File: src/rtl/i2c_pkg.sv
// Shared I2C definitions: state list, ACK/NACK bus levels, default sizing.
// Used by the receptor and kept in step with the transaction generator.
package i2c_pkg;

    typedef enum logic [2:0] {
        ST_IDLE      = 3'd0,
        ST_ADDR      = 3'd1,
        ST_ADDR_ACK  = 3'd2,
        ST_WR_BYTE   = 3'd3,
        ST_WR_ACK    = 3'd4,
        ST_RD_BYTE   = 3'd5,
        ST_RD_ACK    = 3'd6,
        ST_WAIT_STOP = 3'd7
    } i2c_state_t;

    localparam logic ACK  = 1'b0;
    localparam logic NACK = 1'b1;

    localparam int DEFAULT_ADDR_WIDTH = 7;
    localparam int DEFAULT_DATA_BYTES = 2;

endpackage

File: src/rtl/i2c_bus_edges.sv
// Registers scl/sda once per clk and flags SCL edges and the SDA-rise-while-SCL-high
// bus condition. scl and sda are already in the clk domain, so no synchronizers.
module i2c_bus_edges
    import i2c_pkg::*;
(
    input  logic clk,
    input  logic reset,
    input  logic scl,
    input  logic sda,
    output logic scl_rise,
    output logic scl_fall,
    output logic bus_cond
);

    logic scl_q;
    logic sda_q;

    // scl_q resets high so an idle-high SCL does not look like a rising edge
    always_ff @(posedge clk or negedge reset) begin
        if (!reset) begin
            scl_q <= 1'b1;
            sda_q <= 1'b0;
        end else begin
            scl_q <= scl;
            sda_q <= sda;
        end
    end

    assign scl_rise = scl & ~scl_q;
    assign scl_fall = ~scl & scl_q;
    assign bus_cond = scl & scl_q & sda & ~sda_q;

endmodule

File: src/rtl/i2c_receptor.sv
// I2C target stage: decodes address + R/W, ACKs a match, then captures a write word
// or serves a read word. Bus outputs only change on the clk after an SCL fall.
module i2c_receptor
    import i2c_pkg::*;
#(
    parameter int ADDR_WIDTH = DEFAULT_ADDR_WIDTH,
    parameter int DATA_BYTES = DEFAULT_DATA_BYTES
) (
    input  logic                    clk,
    input  logic                    reset,
    input  logic                    scl,
    input  logic                    sda_in,
    input  logic [ADDR_WIDTH-1:0]   own_addr,
    input  logic [8*DATA_BYTES-1:0] rd_data,
    output logic                    sda_out,
    output logic                    sda_oe,
    output logic [8*DATA_BYTES-1:0] wr_data,
    output logic                    wr_valid,
    output logic                    busy
);

    localparam int WORD_W     = 8 * DATA_BYTES;
    localparam int BYTE_CNT_W = (DATA_BYTES > 1) ? $clog2(DATA_BYTES) : 1;
    localparam logic [BYTE_CNT_W-1:0] LAST_BYTE = BYTE_CNT_W'(DATA_BYTES - 1);

    i2c_state_t            state;
    logic [2:0]            bit_cnt;
    logic [BYTE_CNT_W-1:0] byte_cnt;
    logic [6:0]            shift;
    logic [7:0]            shift_next;
    logic [WORD_W-1:0]     rd_shift;
    logic [WORD_W-1:0]     staging;
    logic                  matched;
    logic                  rw;
    logic                  ack_phase;
    logic                  scl_rise;
    logic                  scl_fall;
    logic                  bus_cond;

    i2c_bus_edges edges (
        .clk      (clk),
        .reset    (reset),
        .scl      (scl),
        .sda      (sda_in),
        .scl_rise (scl_rise),
        .scl_fall (scl_fall),
        .bus_cond (bus_cond)
    );

    assign shift_next = {shift, sda_in};

    // ack_phase splits each ACK slot into "drive on first fall, release on second fall"
    always_ff @(posedge clk or negedge reset) begin
        if (!reset) begin
            state     <= ST_IDLE;
            bit_cnt   <= 3'd0;
            byte_cnt  <= '0;
            shift     <= '0;
            rd_shift  <= '0;
            staging   <= '0;
            matched   <= 1'b0;
            rw        <= 1'b0;
            ack_phase <= 1'b0;
            sda_out   <= 1'b1;
            sda_oe    <= 1'b0;
            wr_data   <= '0;
            wr_valid  <= 1'b0;
            busy      <= 1'b0;
        end else begin
            wr_valid <= 1'b0;
            if (bus_cond) begin
                if (state == ST_IDLE) begin
                    state    <= ST_ADDR;
                    bit_cnt  <= 3'd7;
                    byte_cnt <= '0;
                    busy     <= 1'b1;
                end else begin
                    state   <= ST_IDLE;
                    sda_oe  <= 1'b0;
                    sda_out <= 1'b1;
                    busy    <= 1'b0;
                end
            end else begin
                case (state)
                    ST_ADDR: begin
                        if (scl_rise) begin
                            shift <= shift_next[6:0];
                            if (bit_cnt == 3'd0) begin
                                state     <= ST_ADDR_ACK;
                                matched   <= (shift_next[7 -: ADDR_WIDTH] == own_addr);
                                rw        <= sda_in;
                                ack_phase <= 1'b0;
                            end else begin
                                bit_cnt <= bit_cnt - 3'd1;
                            end
                        end
                    end

                    ST_ADDR_ACK: begin
                        if (scl_fall) begin
                            if (!ack_phase) begin
                                if (matched) begin
                                    sda_oe    <= 1'b1;
                                    sda_out   <= ACK;
                                    ack_phase <= 1'b1;
                                    if (rw) rd_shift <= rd_data;
                                end else begin
                                    state <= ST_WAIT_STOP;
                                end
                            end else begin
                                bit_cnt  <= 3'd7;
                                byte_cnt <= '0;
                                if (rw) begin
                                    state    <= ST_RD_BYTE;
                                    sda_oe   <= 1'b1;
                                    sda_out  <= rd_shift[WORD_W-1];
                                    rd_shift <= {rd_shift[WORD_W-2:0], 1'b0};
                                end else begin
                                    state   <= ST_WR_BYTE;
                                    sda_oe  <= 1'b0;
                                    sda_out <= 1'b1;
                                end
                            end
                        end
                    end

                    // Bytes land little-endian in staging; wr_data only moves on completion
                    ST_WR_BYTE: begin
                        if (scl_rise) begin
                            shift <= shift_next[6:0];
                            if (bit_cnt == 3'd0) begin
                                for (int k = 0; k < DATA_BYTES; k++) begin
                                    if (byte_cnt == BYTE_CNT_W'(k)) staging[8*k +: 8] <= shift_next;
                                end
                                state     <= ST_WR_ACK;
                                ack_phase <= 1'b0;
                            end else begin
                                bit_cnt <= bit_cnt - 3'd1;
                            end
                        end
                    end

                    ST_WR_ACK: begin
                        if (scl_fall) begin
                            if (!ack_phase) begin
                                sda_oe    <= 1'b1;
                                sda_out   <= ACK;
                                ack_phase <= 1'b1;
                                if (byte_cnt == LAST_BYTE) begin
                                    wr_valid <= 1'b1;
                                    wr_data  <= staging;
                                end
                            end else begin
                                sda_oe  <= 1'b0;
                                sda_out <= 1'b1;
                                if (byte_cnt == LAST_BYTE) begin
                                    state <= ST_WAIT_STOP;
                                end else begin
                                    state    <= ST_WR_BYTE;
                                    byte_cnt <= byte_cnt + 1'b1;
                                    bit_cnt  <= 3'd7;
                                end
                            end
                        end
                    end

                    ST_RD_BYTE: begin
                        if (scl_fall) begin
                            if (bit_cnt == 3'd0) begin
                                state     <= ST_RD_ACK;
                                sda_oe    <= 1'b0;
                                sda_out   <= 1'b1;
                                ack_phase <= 1'b0;
                            end else begin
                                bit_cnt  <= bit_cnt - 3'd1;
                                sda_out  <= rd_shift[WORD_W-1];
                                rd_shift <= {rd_shift[WORD_W-2:0], 1'b0};
                            end
                        end
                    end

                    // After the host ACKs, the next byte's MSB goes out on the following fall
                    ST_RD_ACK: begin
                        if (!ack_phase && scl_rise) begin
                            if (sda_in == ACK && byte_cnt != LAST_BYTE) begin
                                ack_phase <= 1'b1;
                                byte_cnt  <= byte_cnt + 1'b1;
                            end else begin
                                state <= ST_WAIT_STOP;
                            end
                        end else if (ack_phase && scl_fall) begin
                            state    <= ST_RD_BYTE;
                            bit_cnt  <= 3'd7;
                            sda_oe   <= 1'b1;
                            sda_out  <= rd_shift[WORD_W-1];
                            rd_shift <= {rd_shift[WORD_W-2:0], 1'b0};
                        end
                    end

                    ST_IDLE, ST_WAIT_STOP: begin
                    end

                    default: state <= ST_IDLE;
                endcase
            end
        end
    end

endmodule

File: config.mk
export PLATFORM = sky130hd
export DESIGN_NAME = i2c_receptor
export DESIGN_NICKNAME = d
export VERILOG_FILES = /design/src/rtl/i2c_pkg.sv /design/src/rtl/i2c_bus_edges.sv /design/src/rtl/i2c_receptor.sv
export SDC_FILE = /design/constraint.sdc
export NUM_CORES = 1
export LEC_CHECK = 0
export ABC_AREA = 0
export BUFFER_PORTS_ARGS = -buffer_cell sky130_fd_sc_hd__clkbuf_2
export CORE_UTILIZATION = 40
export CTS_CLUSTER_DIAMETER = 120
export DETAILED_ROUTE_END_ITERATION = 12
export PLACE_DENSITY = 0.68
export SYNTH_ARGS = -nofsm -noshare
export SYNTH_HDL_FRONTEND = slang
export SYNTH_HIERARCHICAL = 1
export SYNTH_SLANG_ARGS = --single-unit
File: constraint.sdc
create_clock -name clk -period 1.9 [get_ports clk]
set_input_delay 0.095 -clock clk [delete_from_list [all_inputs] [get_ports clk]]
set_output_delay 0.095 -clock clk [all_outputs]
set_load 0.03 [all_outputs]
Word level (Yosys, flattened, before mapping)
Index checks and enable logic that the tools add are counted.
- muxes and demuxes: 94
- add/subtract/negate cells: 2
- reductions and logical operators: 25
- equal/unequal tests: 40
- bitwise logic cells: 12
- operators by type and width (operator ; number):
    2-to-1 mux 16 bit ; 9
    2-to-1 mux 3 bit ; 29
    2-to-1 mux 1 bit ; 49
    != test 3 bit, second input constant ; 16
    case mux 16 bit (3 select lines) ; 1
    AND reduction 8 bit ; 3
    != test 2 bit, second input constant ; 10
    case mux 3 bit (6 select lines) ; 1
    AND reduction 9 bit ; 2
    != test 4 bit, second input constant ; 4
    case mux 3 bit (5 select lines) ; 1
    AND reduction 5 bit ; 3
    AND reduction 13 bit ; 1
    AND reduction 11 bit ; 1
    nonzero test 5 bit ; 2
    equality test 3 bit, second input constant ; 3
    case mux 1 bit (4 select lines) ; 2
    equality test 7 bit ; 1
    inverter 1 bit ; 7
    nonzero test 7 bit ; 1
    equality test 3 x 2 -> 1 bit, second input constant ; 2
    zero test 3 bit ; 2
    nonzero test 6 bit ; 1
    AND 1 bit ; 5
    14 further kinds ; 17
- word-level logic and storage cells: 190
- bits in registers: 71
- output and inout bits: 20

Longest topological paths before layout
Gate-level depths: netlist (run 1).
- depth after elaboration: 7
- gate-level depth with buffers: 9
- gate-level depth less buffers: 7

Cells and area by module
Netlist (run 1), hierarchy kept.
- by module, submodules not included (module ; area an instance (um2) ; seq. area each (um2) ; cells each ; times used):
    i2c_receptor ; 3607.2 ; 1727.9 ; 344 ; 1
    i2c_bus_edges ; 76.3 ; 51.3 ; 5 ; 1

Worst setup path after synthesis (run 1)
No wires, ideal clock.
- kind: register to register
- start: register edges.scl_q
- end: register sda_oe
- arrival time: 1.900 ns
- buffers on the path: 1
- setup slack: -0.128 ns
- cell stages (with the launch flop): 8
- data required time: 1.772 ns
- library setup time: 0.128 ns
- cell sequence: dfstp_2 -> nor2b_1 -> clkbuf_1 -> nor2_1 -> a221oi_4 -> o21ai_2 -> nor3b_2 -> mux2_1
- RTL lines (what ; line ; RTL):
    start: declaration ; i2c_bus_edges.sv:15 ; logic scl_q;
    start signal: assignment ; i2c_bus_edges.sv:24 ; scl_q <= scl;
    AND 1 bit * ; i2c_bus_edges.sv:30 ; assign scl_fall = ~scl & scl_q;
    named net scl_fall ; i2c_receptor.sv:37 ; logic scl_fall;
    logical AND 1 bit ; i2c_receptor.sv:191 ; end else if (ack_phase && scl_fall) begin
    != test 3 bit (no line) ; - ;
    AND reduction 9 bit (no line) * ; - ;
    end signal: assignment ; i2c_receptor.sv:65 ; sda_oe <= 1'b0;
    end signal: assignment ; i2c_receptor.sv:171 ; sda_oe <= 1'b0;
    end signal: assignment ; i2c_receptor.sv:194 ; sda_oe <= 1'b1;
    end: declaration ; i2c_receptor.sv:16 ; output logic sda_oe,
The timed path passes the listed nets; every way through them passes the cells marked *.
A chain may end at the register's enable or synchronous reset.

Worst setup path in the final report (run 1)
- start: register edges.scl_q
- end: register state[0]
- RTL lines (what ; line ; RTL):
    AND 1 bit * (3 in a row) ; i2c_bus_edges.sv:31 ; assign bus_cond = scl & scl_q & sda & ~sda_q;
    named net bus_cond ; i2c_receptor.sv:38 ; logic bus_cond;
    != test 4 bit (no line) (tied with other cells) ; - ;
    AND reduction 13 bit (no line) ; - ;
    end signal: assignment ; i2c_receptor.sv:55 ; state <= ST_IDLE;
    end signal: assignment ; i2c_receptor.sv:73 ; state <= ST_ADDR;
    end signal: assignment ; i2c_receptor.sv:78 ; state <= ST_IDLE;
    end: declaration ; i2c_receptor.sv:26 ; i2c_state_t state;
Marked as above.

==> flow_summary.toml, run 1 <==
[status]
status = "complete, but fails checks"
violations = "DRC, setup timing"

[sta]
whs_ns = 0.0151
finalCritPeriodShare_pct = 106
slew_viol_final = 0
setup_violations = 24
slew_headroom_pct = 59.2
fmax_ghz = 0.497
fin_ws_ns = -0.112
rsz0062_at_grt = "yes"
finalHoldViolCount = 0
tightest_slew_ns = 0.611
layout_min_cycle_time_ns = 2.01
fin_skew_ns = 0.0147

[global_routing]
grt_pass1_vias = 2919
grt_first_pass_wirelength_um = 14000
grt-ovfl-total = 0
gr-usage-all-layers_pct = 18.4
antenna_found_initial = 0
grt_max_degree = 35

[synthesis]
ys_ff_latch = 71
synth_top_family_by_area = "simple AND/OR/NAND/NOR gates"
synth_area_leaders = "dfrtp_1 47%, nand2_1 7.3%, mux2_1 5.5%"
yosysTopAreaCell = "dfrtp_1"
synth_top_area_share_pct = 46.9
synth_fa_ha_area_share_pct = 0.679
synth_nets = 378
synth_mux_area_share_pct = 13.0
synth_simple_gate_area_share_pct = 19.0
synthTopCellsByCount = "72 x nand2_1, 69 x dfrtp_1, 18 x mux2_1"
synthDistinctLibCells = 67
yosysSeqAreaShare_pct = 48.3
synthCells = 349
syn_avg_cell_area_um2 = 10.6
yosysWarnings = 6
syn_area_um2 = 3680
async_reset_ff_share_pct = 100
synth_compound_area_share_pct = 12.8
yosys_most_used_dff = "dfrtp_1"
yosysMostFrequentCell = "nand2_1"
synth_edf_count = 0
synth_xor_area_share_pct = 1.90

[detailed_routing]
drtIter0Drc = 180
wl_per_cell_um = 15.4
first_pass_iters = 8
drt-total-wl_um = 8380
via_count = 2849
viasPerCell = 5.24
drc = 2
antenna_left = 0

[worst_setup_path]
path_cells = "and4b_2, buf_6, a211oi_4, buf_4, or4_4, a211oi_2, a21o_1"
ff2ff_path_depth = 7
crit_path_start_kind = "flop"
path_max_fanout = 6
critPathTopFamily = "simple AND/OR/NAND/NOR gates"
endpoint_kind = "flop"
crit_arrival_ns = 2.31
crit_path_top_delay_cell = "dfstp_2"
path_class = "reg -> reg"
crit_required_ns = 2.20
cp_slowest_stage_delay_ns = 0.54
path_depth = 7
cp_num_buf_inv = 2

[clocking]
tritoncts = "done"
cts_root_buf = "clkbuf_8"
cts_made_buffers = 9
insertion_delay_ns = 0.35
clk_pin_slew_ns = 0.09
cts.sink_count = 71
htree_levels = 3
clk_path_buf_depth = 2

[floorplanning]
dieArea_um2 = 9600
num_rows = 34
io_pins = 47
core_um2 = 8810
start_util_pct = 41.8
fp.dieH_um = 98.0
fp.dieW_um = 98.0

[placement]
portBuffers = 46
dpl_cell_area_um2 = 4250
dp_hpwl_um = 5860
place_ws_ns = -0.135
place.gp.congestion = 0.905

[cells_and_area]
final_nets = 460
syn_to_final_growth_pct = 26.8
fillerInstances = 748
post-route-cell-area_um2 = 4670
multi_input_area_um2 = 1870
seq_area_um2 = 1780
drive_gt1_share_pct = 37.8
diodes = 0

[flow_run]
maxCapViolCount = 0

[power_and_ir_drop]
peakVddDrop_mv = 0.810
p_leak_nw = 2.38
p_per_area_nw_per_um2 = 1380

[worst_hold_path]
holdPathStages = 3
worstHoldPathType = "in -> reg"
[per-stage QoR]
stage / setup TNS [ns] / utilization [%] / total power, W / std cells
after floorplan: -0.00272 / - / 0.00422 / 349
after global placement: -1.90 / 48.3 / 0.00497 / 519
after detailed placement: -2.28 / 48.3 / 0.00501 / 519
after CTS: -1.76 / 52.0 / 0.00634 / 543
after global routing: -5.57 / 53.0 / 0.00690 / 544
final: -1.57 / 53.0 / 0.00645 / 544
[worst paths after layout]
| path | start | endpoint | slack (ns) |
|---|---|---|---|
| max | edges/scl_q$_DFF_PN1_ | state[0]$_DFFE_PN0P_ | -0.11 |
| min reg2reg | staging[8]$_DFFE_PN0P_ | wr_data[8]$_DFFE_PN0P_ | 0.47 |
| max in group asynchronous | reset | edges/scl_q$_DFF_PN1_ | 0.93 |
| min in group asynchronous | reset | staging[6]$_DFFE_PN0P_ | 0.29 |
| min | rd_data[6] | rd_shift[6]$_DFFE_PN0P_ | 0.02 |
| max reg2reg | edges/scl_q$_DFF_PN1_ | state[0]$_DFFE_PN0P_ | -0.11 |
[metal layers]
layer	GRT usage, %	wire [um]	part of all wire [%]	up-vias
li1	-	-	-	1381
met1	24.9	3910	47	1390
met2	28.3	3940	47	62
met3	4.29	332	4.0	16
met4	7.93	193	2.3	0
met5	0	0	0	-
[sequential cells by signal, summed over array words and instances, names as in the netlist, 3 cells and up]
register,flops
state,3
wr_data,16
shift,7
staging,16
bit_cnt,3
rd_shift,16
[tightest hold or removal path, stage by stage]
cell and delay [ns]:
clkbuf_2 0.07, mux2i_1 0.06, o21ai_1 0.11
[cell type report]
class                   count  area share, %
multi-input cells         250           40.1
flip-flops and latches     71           38.1
repair buffers             92           14.3
clock buffers              10           2.95
well taps                 108           2.89
clock inverters             6           1.13
inverters                   7          0.563
[cells by family (layout without fill, tap and decap cells)]
kind of cell	Yosys count	count (layout)
AND/OR/NAND/NOR	130	130
buffers and inverters	28	115
multiplexers	44	44
flip-flops	71	71
XOR/XNOR	8	8
AO/OA/AOI/OAI	66	66
adder cells (fa/ha/maj)	2	2
[cell usage in the layout (no fill, tap or decap), types with 3 or more instances in the layout]
cell and n:
dfrtp_1 68, mux2_2 9, nor2b_2 3, a21oi_1 14
nor2_1 12, a221oi_2 3, buf_4 36, o21ai_0 7
inv_1 6, clkbuf_2 45, nand2_1 72, nor3b_1 3
nor2b_1 3, mux2_1 7, xnor2_1 4, nand2b_1 7
mux2_4 12, a21o_1 4, mux2i_1 16, o21ai_1 15
buf_12 4, a211oi_2 3, dlygate4sd3_1 3, xor2_1 4
clkbuf_8 10
[what timing repair did]
item | in CTS | in global routing
setup buffers | 4 | 2
hold endpoints to repair | 26 | 0
setup endpoints to repair | 43 | 67
pin swaps | 6 | 9
gates resized for setup | 9 | 20
hold buffers | 3 | 0
gates cloned | 1 | 0
[power by group]
group	internal [W]	switching, W
Sequential	0.00183	0.000296
Clock	0.000530	0.000635
Combinational	0.00159	0.00158
Note: power is estimated with default switching activity, not from simulation.
==> inputs of run 2 (changes only) <==
Settings changed: BUFFER_PORTS_ARGS -buffer_cell sky130_fd_sc_hd__clkbuf_2 to -buffer_cell sky130_fd_sc_hd__buf_2.
==> flow_summary.toml, run 2 (same netlist as run 1, synthesis figures left out) <==
[clocking]
cts.sink_count = 71
insertion_delay_ns = 0.35
clk_path_buf_depth = 2
holdBufCountCts = 2
cts_made_buffers = 9
clk_pin_slew_ns = 0.07
htree_levels = 3
cts_root_buf = "clkbuf_8"
tritoncts = "done"

[sta]
layout_min_cycle_time_ns = 2.00
finalHoldViolCount = 1
fmax_ghz = 0.501
rsz0062_at_grt = "yes"
setup_violations = 22
fin_ws_ns = -0.0976
finalCritPeriodShare_pct = 105
slew_viol_final = 0
whs_ns = -0.0936
fin_skew_ns = 0.0111
tightest_slew_ns = 0.556
slew_headroom_pct = 62.8

[placement]
portBuffers = 46
dp_hpwl_um = 5600
dpl_cell_area_um2 = 4240
place.gp.congestion = 0.909

[global_routing]
gr-usage-all-layers_pct = 18.3
grt_max_degree = 72
antenna_found_initial = 0
grt_first_pass_wirelength_um = 14100
grt-ovfl-total = 0
grt_pass1_vias = 2888

[cells_and_area]
reg_top3 = "rd_shift x16, staging x16, wr_data x16"
final_common_cell = "nand2_1"
mostFrequentLayoutCells = "72 x nand2_1, 67 x dfrtp_1, 46 x buf_2, 32 x buf_4, 17 x o21ai_1"
post-route-cell-area_um2 = 4670
final_nets = 456
diodes = 0
drive_gt1_share_pct = 36.3
syn_to_final_growth_pct = 26.8

[detailed_routing]
m1WireLength_um = 3860
highest_layer = "met4"
dr_wl_met3_um = 336
wl_per_cell_um = 15.8
met2_length_um = 4190
drt-total-wl_um = 8510
first_pass_iters = 8
drtIter0Drc = 164
antenna_left = 0
viasPerCell = 5.21
via_count = 2816
drc = 2

[flow_run]
maxCapViolCount = 0

[worst_setup_path]
crit_path_top_delay_cell = "dfstp_2"
crit_arrival_ns = 2.22
crit_required_ns = 2.12
path_max_fanout = 4
path_cells = "and2b_2, and3b_2, or4_4, o211ai_4, a21o_1, mux2i_1"
endpoint_kind = "flop"
crit_path_start_kind = "flop"
path_class = "reg -> reg"
cp_slowest_stage_delay_ns = 0.53

[power_and_ir_drop]
peakVddDrop_mv = 0.776
p_leak_nw = 2.36
p_total_w = 0.00670
p_per_area_nw_per_um2 = 1430

[floorplanning]
start_util_pct = 41.8
core_um2 = 8810
num_rows = 34
fp.dieW_um = 98.0
io_pins = 47
fp.dieH_um = 98.0
dieArea_um2 = 9600

[status]
violations = "DRC, hold timing, setup timing"
status = "complete, but fails checks"

[worst_hold_path]
worstHoldPathType = "in -> reg"
run 2: worst paths after layout:
path / startpoint / to / slack, ns / cells past startpoint
worst min-delay path: scl / edges/scl_q$_DFF_PN1_ / -0.09 / 1
worst max-delay path: edges/scl_q$_DFF_PN1_ / bit_cnt[0]$_DFFE_PN0P_ / -0.1 / 6
max in group asynchronous: reset / edges/scl_q$_DFF_PN1_ / 1.27 / 3
worst max register to register: edges/scl_q$_DFF_PN1_ / bit_cnt[0]$_DFFE_PN0P_ / -0.1 / 6
worst min register to register: wr_data[10]$_DFFE_PN0P_ / wr_data[10]$_DFFE_PN0P_ / 0.46 / 2
min in group asynchronous: reset / wr_data[14]$_DFFE_PN0P_ / 0.31 / 3
run 2: report_power, final:
group	switching [W]	total, W	internal, W
combinational	0.00164	0.00319	0.00155
clock	0.000605	0.00139	0.000785
sequential	0.000297	0.00213	0.00183
run 2: what timing repair did:
action                                  in CTS  in global routing
pin swaps                                    6                  8
setup buffers                                0                  4
gates resized for setup                      7                 20
endpoints found under the hold margin       71                  1
gates cloned                                 0                  1
endpoints found under the setup margin      41                 52
run 2: routing by layer:
| layer | GRT usage [%] | up-vias |
|---|---|---|
| met5 | 0 | - |
| met4 | 7.11 | 0 |
| met3 | 4.44 | 14 |
| met2 | 28.4 | 62 |
| met1 | 24.6 | 1365 |
| li1 | - | 1375 |
run 2: stage by stage:
stage          cells  worst slack, ns  util [%]   TNS, ns  hold slack [ns]
2_1_floorplan    349         -0.00272         -  -0.00272           -0.201
3_5_place_dp     517           -0.108      48.1     -1.59            0.151
3_3_place_gp     517          -0.0640      48.1    -0.801            0.147
4_1_cts          535          -0.0756      51.3    -0.667           -0.115
5_1_grt          540           -0.159      53.1     -3.88           -0.106
6_report         540          -0.0976      53.1    -0.807          -0.0936
run 2: cell type report:
cell class                 instances  area [um2]
clock buffer                      10         138
clock inverter                     6        91.3
fill                             777        4130
inverter                           7        26.3
multi-input combinational        250        1860
sequential                        71        1780
tap                              108         135
timing repair buffer              88         638
run 2: worst max-delay path: cells and delay by family (launching register included):
kind | cells | cell delay (ns)
mux | 1 | 0.08
flops | 1 | 0.53
simple gates | 3 | 0.99
compound gates | 2 | 0.28
==> inputs of run 3 (changes only) <==
Settings changed: CELL_PAD_IN_SITES_DETAIL_PLACEMENT from default to 1, CELL_PAD_IN_SITES_GLOBAL_PLACEMENT from default to 1, PLACE_DENSITY 0.68 to 0.81.
==> flow_summary.toml, run 3 (same netlist as run 1, synthesis figures left out) <==
[status]
status = "complete, but fails checks"
violations = "DRC, setup timing"

[cells_and_area]
reg_top3 = "rd_shift x16, staging x16, wr_data x16"
syn_to_final_growth_pct = 32.3
final_nets = 469
mostFrequentLayoutCells = "66 x dfrtp_1, 64 x nand2_1, 47 x buf_2, 40 x buf_4, 18 x mux2_4"
final_common_cell = "dfrtp_1"
finalNonFillerCells = 553
diodes = 0
fin_util_pct = 55.3
drive_gt1_share_pct = 45.8

[sta]
slew_viol_final = 0
rsz0062_at_grt = "yes"
fin_ws_ns = -0.152
setup_violations = 28
tightest_slew_ns = 0.542
finalCritPeriodShare_pct = 108
fmax_ghz = 0.487
slew_headroom_pct = 63.8
whs_ns = 0.0144
finalHoldViolCount = 0
layout_min_cycle_time_ns = 2.05
fin_skew_ns = 0.0124
setup_tns_ns = -1.74

[detailed_routing]
antenna_left = 0
first_pass_iters = 10
drtIter0Drc = 110
viasPerCell = 5.45
wl_per_cell_um = 19.3
via_count = 3015
drc = 1
drt-total-wl_um = 10700

[worst_setup_path]
crit_path_top_delay_cell = "dfstp_2"
crit_required_ns = 2.15
crit_path_start_kind = "flop"
endpoint_kind = "flop"
critPathTopFamily = "flip-flops"
path_class = "reg -> reg"
path_max_fanout = 6
crit_arrival_ns = 2.30
cp_num_buf_inv = 2
cp_slowest_stage_delay_ns = 0.54
path_cells = "and4b_2, buf_6, buf_12, nor4b_4, a221oi_4, o21ai_2, nor3b_2, mux2_1"

[global_routing]
grt_max_degree = 72
grt_first_pass_wirelength_um = 17000
grt_pass1_vias = 3311
grt-ovfl-total = 0
gr-usage-all-layers_pct = 22.6
antenna_found_initial = 0

[clocking]
tritoncts = "done"
cts_root_buf = "clkbuf_8"
htree_levels = 3
cts.sink_count = 71
cts_made_buffers = 9
clk_path_buf_depth = 2
insertion_delay_ns = 0.37
clk_pin_slew_ns = 0.08

[flow_run]
maxCapViolCount = 0

[floorplanning]
io_pins = 47
dieArea_um2 = 9600
fp.dieH_um = 98.0
start_util_pct = 41.8
fp.dieW_um = 98.0
num_rows = 34
core_um2 = 8810

[power_and_ir_drop]
internal_power_w = 0.00417
p_clk_share_pct = 18.0
p_sw_w = 0.00281
power_frac_seq_pct = 31.2
p_total_w = 0.00697
p_sw_share_pct = 40.2
p_leak_nw = 2.47
pwr-share-comb_pct = 50.8
p_per_area_nw_per_um2 = 1430
peakVddDrop_mv = 0.887

[placement]
place.gp.congestion = 0.878
dp_hpwl_um = 6600
post-place-cells = 526
portBuffers = 46

[worst_hold_path]
worstHoldPathType = "in -> reg"
run 3: per-stage QoR:
step	worst slack, ns	area, um2
floorplan	-0.00272	3700
global placement	-0.0819	4290
detailed placement	-0.146	4290
CTS	-0.137	4600
global route	-0.214	4870
finish	-0.152	4870
run 3: power groups by stage:
stage,Combinational (W),Sequential [W],Clock [W]
final,0.00354,0.00218,0.00126
after global routing,0.00383,0.00221,0.00134
after CTS,0.00320,0.00214,0.00128
after detailed placement,0.00304,0.00216,0
after global placement,0.00292,0.00214,0
after floorplan,0.00216,0.00206,0
run 3: path summary, 6_finish.rpt:
path | from | end | slack [ns] | depth (start not counted)
max in group asynchronous | reset | edges/scl_q$_DFF_PN1_ | 1.28 | 3
worst max register to register | edges/scl_q$_DFF_PN1_ | sda_oe$_DFFE_PN0P_ | -0.15 | 8
worst min register to register | wr_data[5]$_DFFE_PN0P_ | wr_data[5]$_DFFE_PN0P_ | 0.47 | 2
worst min-delay path | rd_data[3] | rd_shift[3]$_DFFE_PN0P_ | 0.01 | 3
worst max-delay path | edges/scl_q$_DFF_PN1_ | sda_oe$_DFFE_PN0P_ | -0.15 | 8
min in group asynchronous | reset | wr_data[12]$_DFFE_PN0P_ | 0.29 | 3
run 3: repair_timing:
item / 4_1_cts / 5_1_grt
endpoints found under the hold margin: 71 / 0
pin swaps: 7 / 11
buffers inserted: 4 / 3
setup endpoints to repair: 59 / 67
gates resized for setup: 9 / 58
hold buffers: 3 / 0
gates cloned: 0 / 2
run 3: area by class of cell:
class / count / area [um2]
Fill cell: 947 / 3930
Multi-Input combinational cell: 250 / 1970
Sequential cell: 71 / 1780
Timing Repair Buffer: 101 / 752
Tap cell: 108 / 135
Clock buffer: 9 / 124
Clock inverter: 7 / 77.6
Inverter: 7 / 26.3
run 3: worst register-to-register path, cell delays in order, from the launching register on:
cell,delay [ns]
dfstp_2,0.54
and4b_2,0.28
buf_6,0.15
buf_12,0.11
nor4b_4,0.04
a221oi_4,0.21
o21ai_2,0.11
nor3b_2,0.17
mux2_1,0.33
run 3: metal layers:
metal	global-route usage [%]	wire length (um)	vias to the layer above
met2	37.4	5490	61
met1	28.3	4530	1519
met3	5.15	325	30
li1	-	-	1405
met5	0	0	-
met4	9.91	320	0
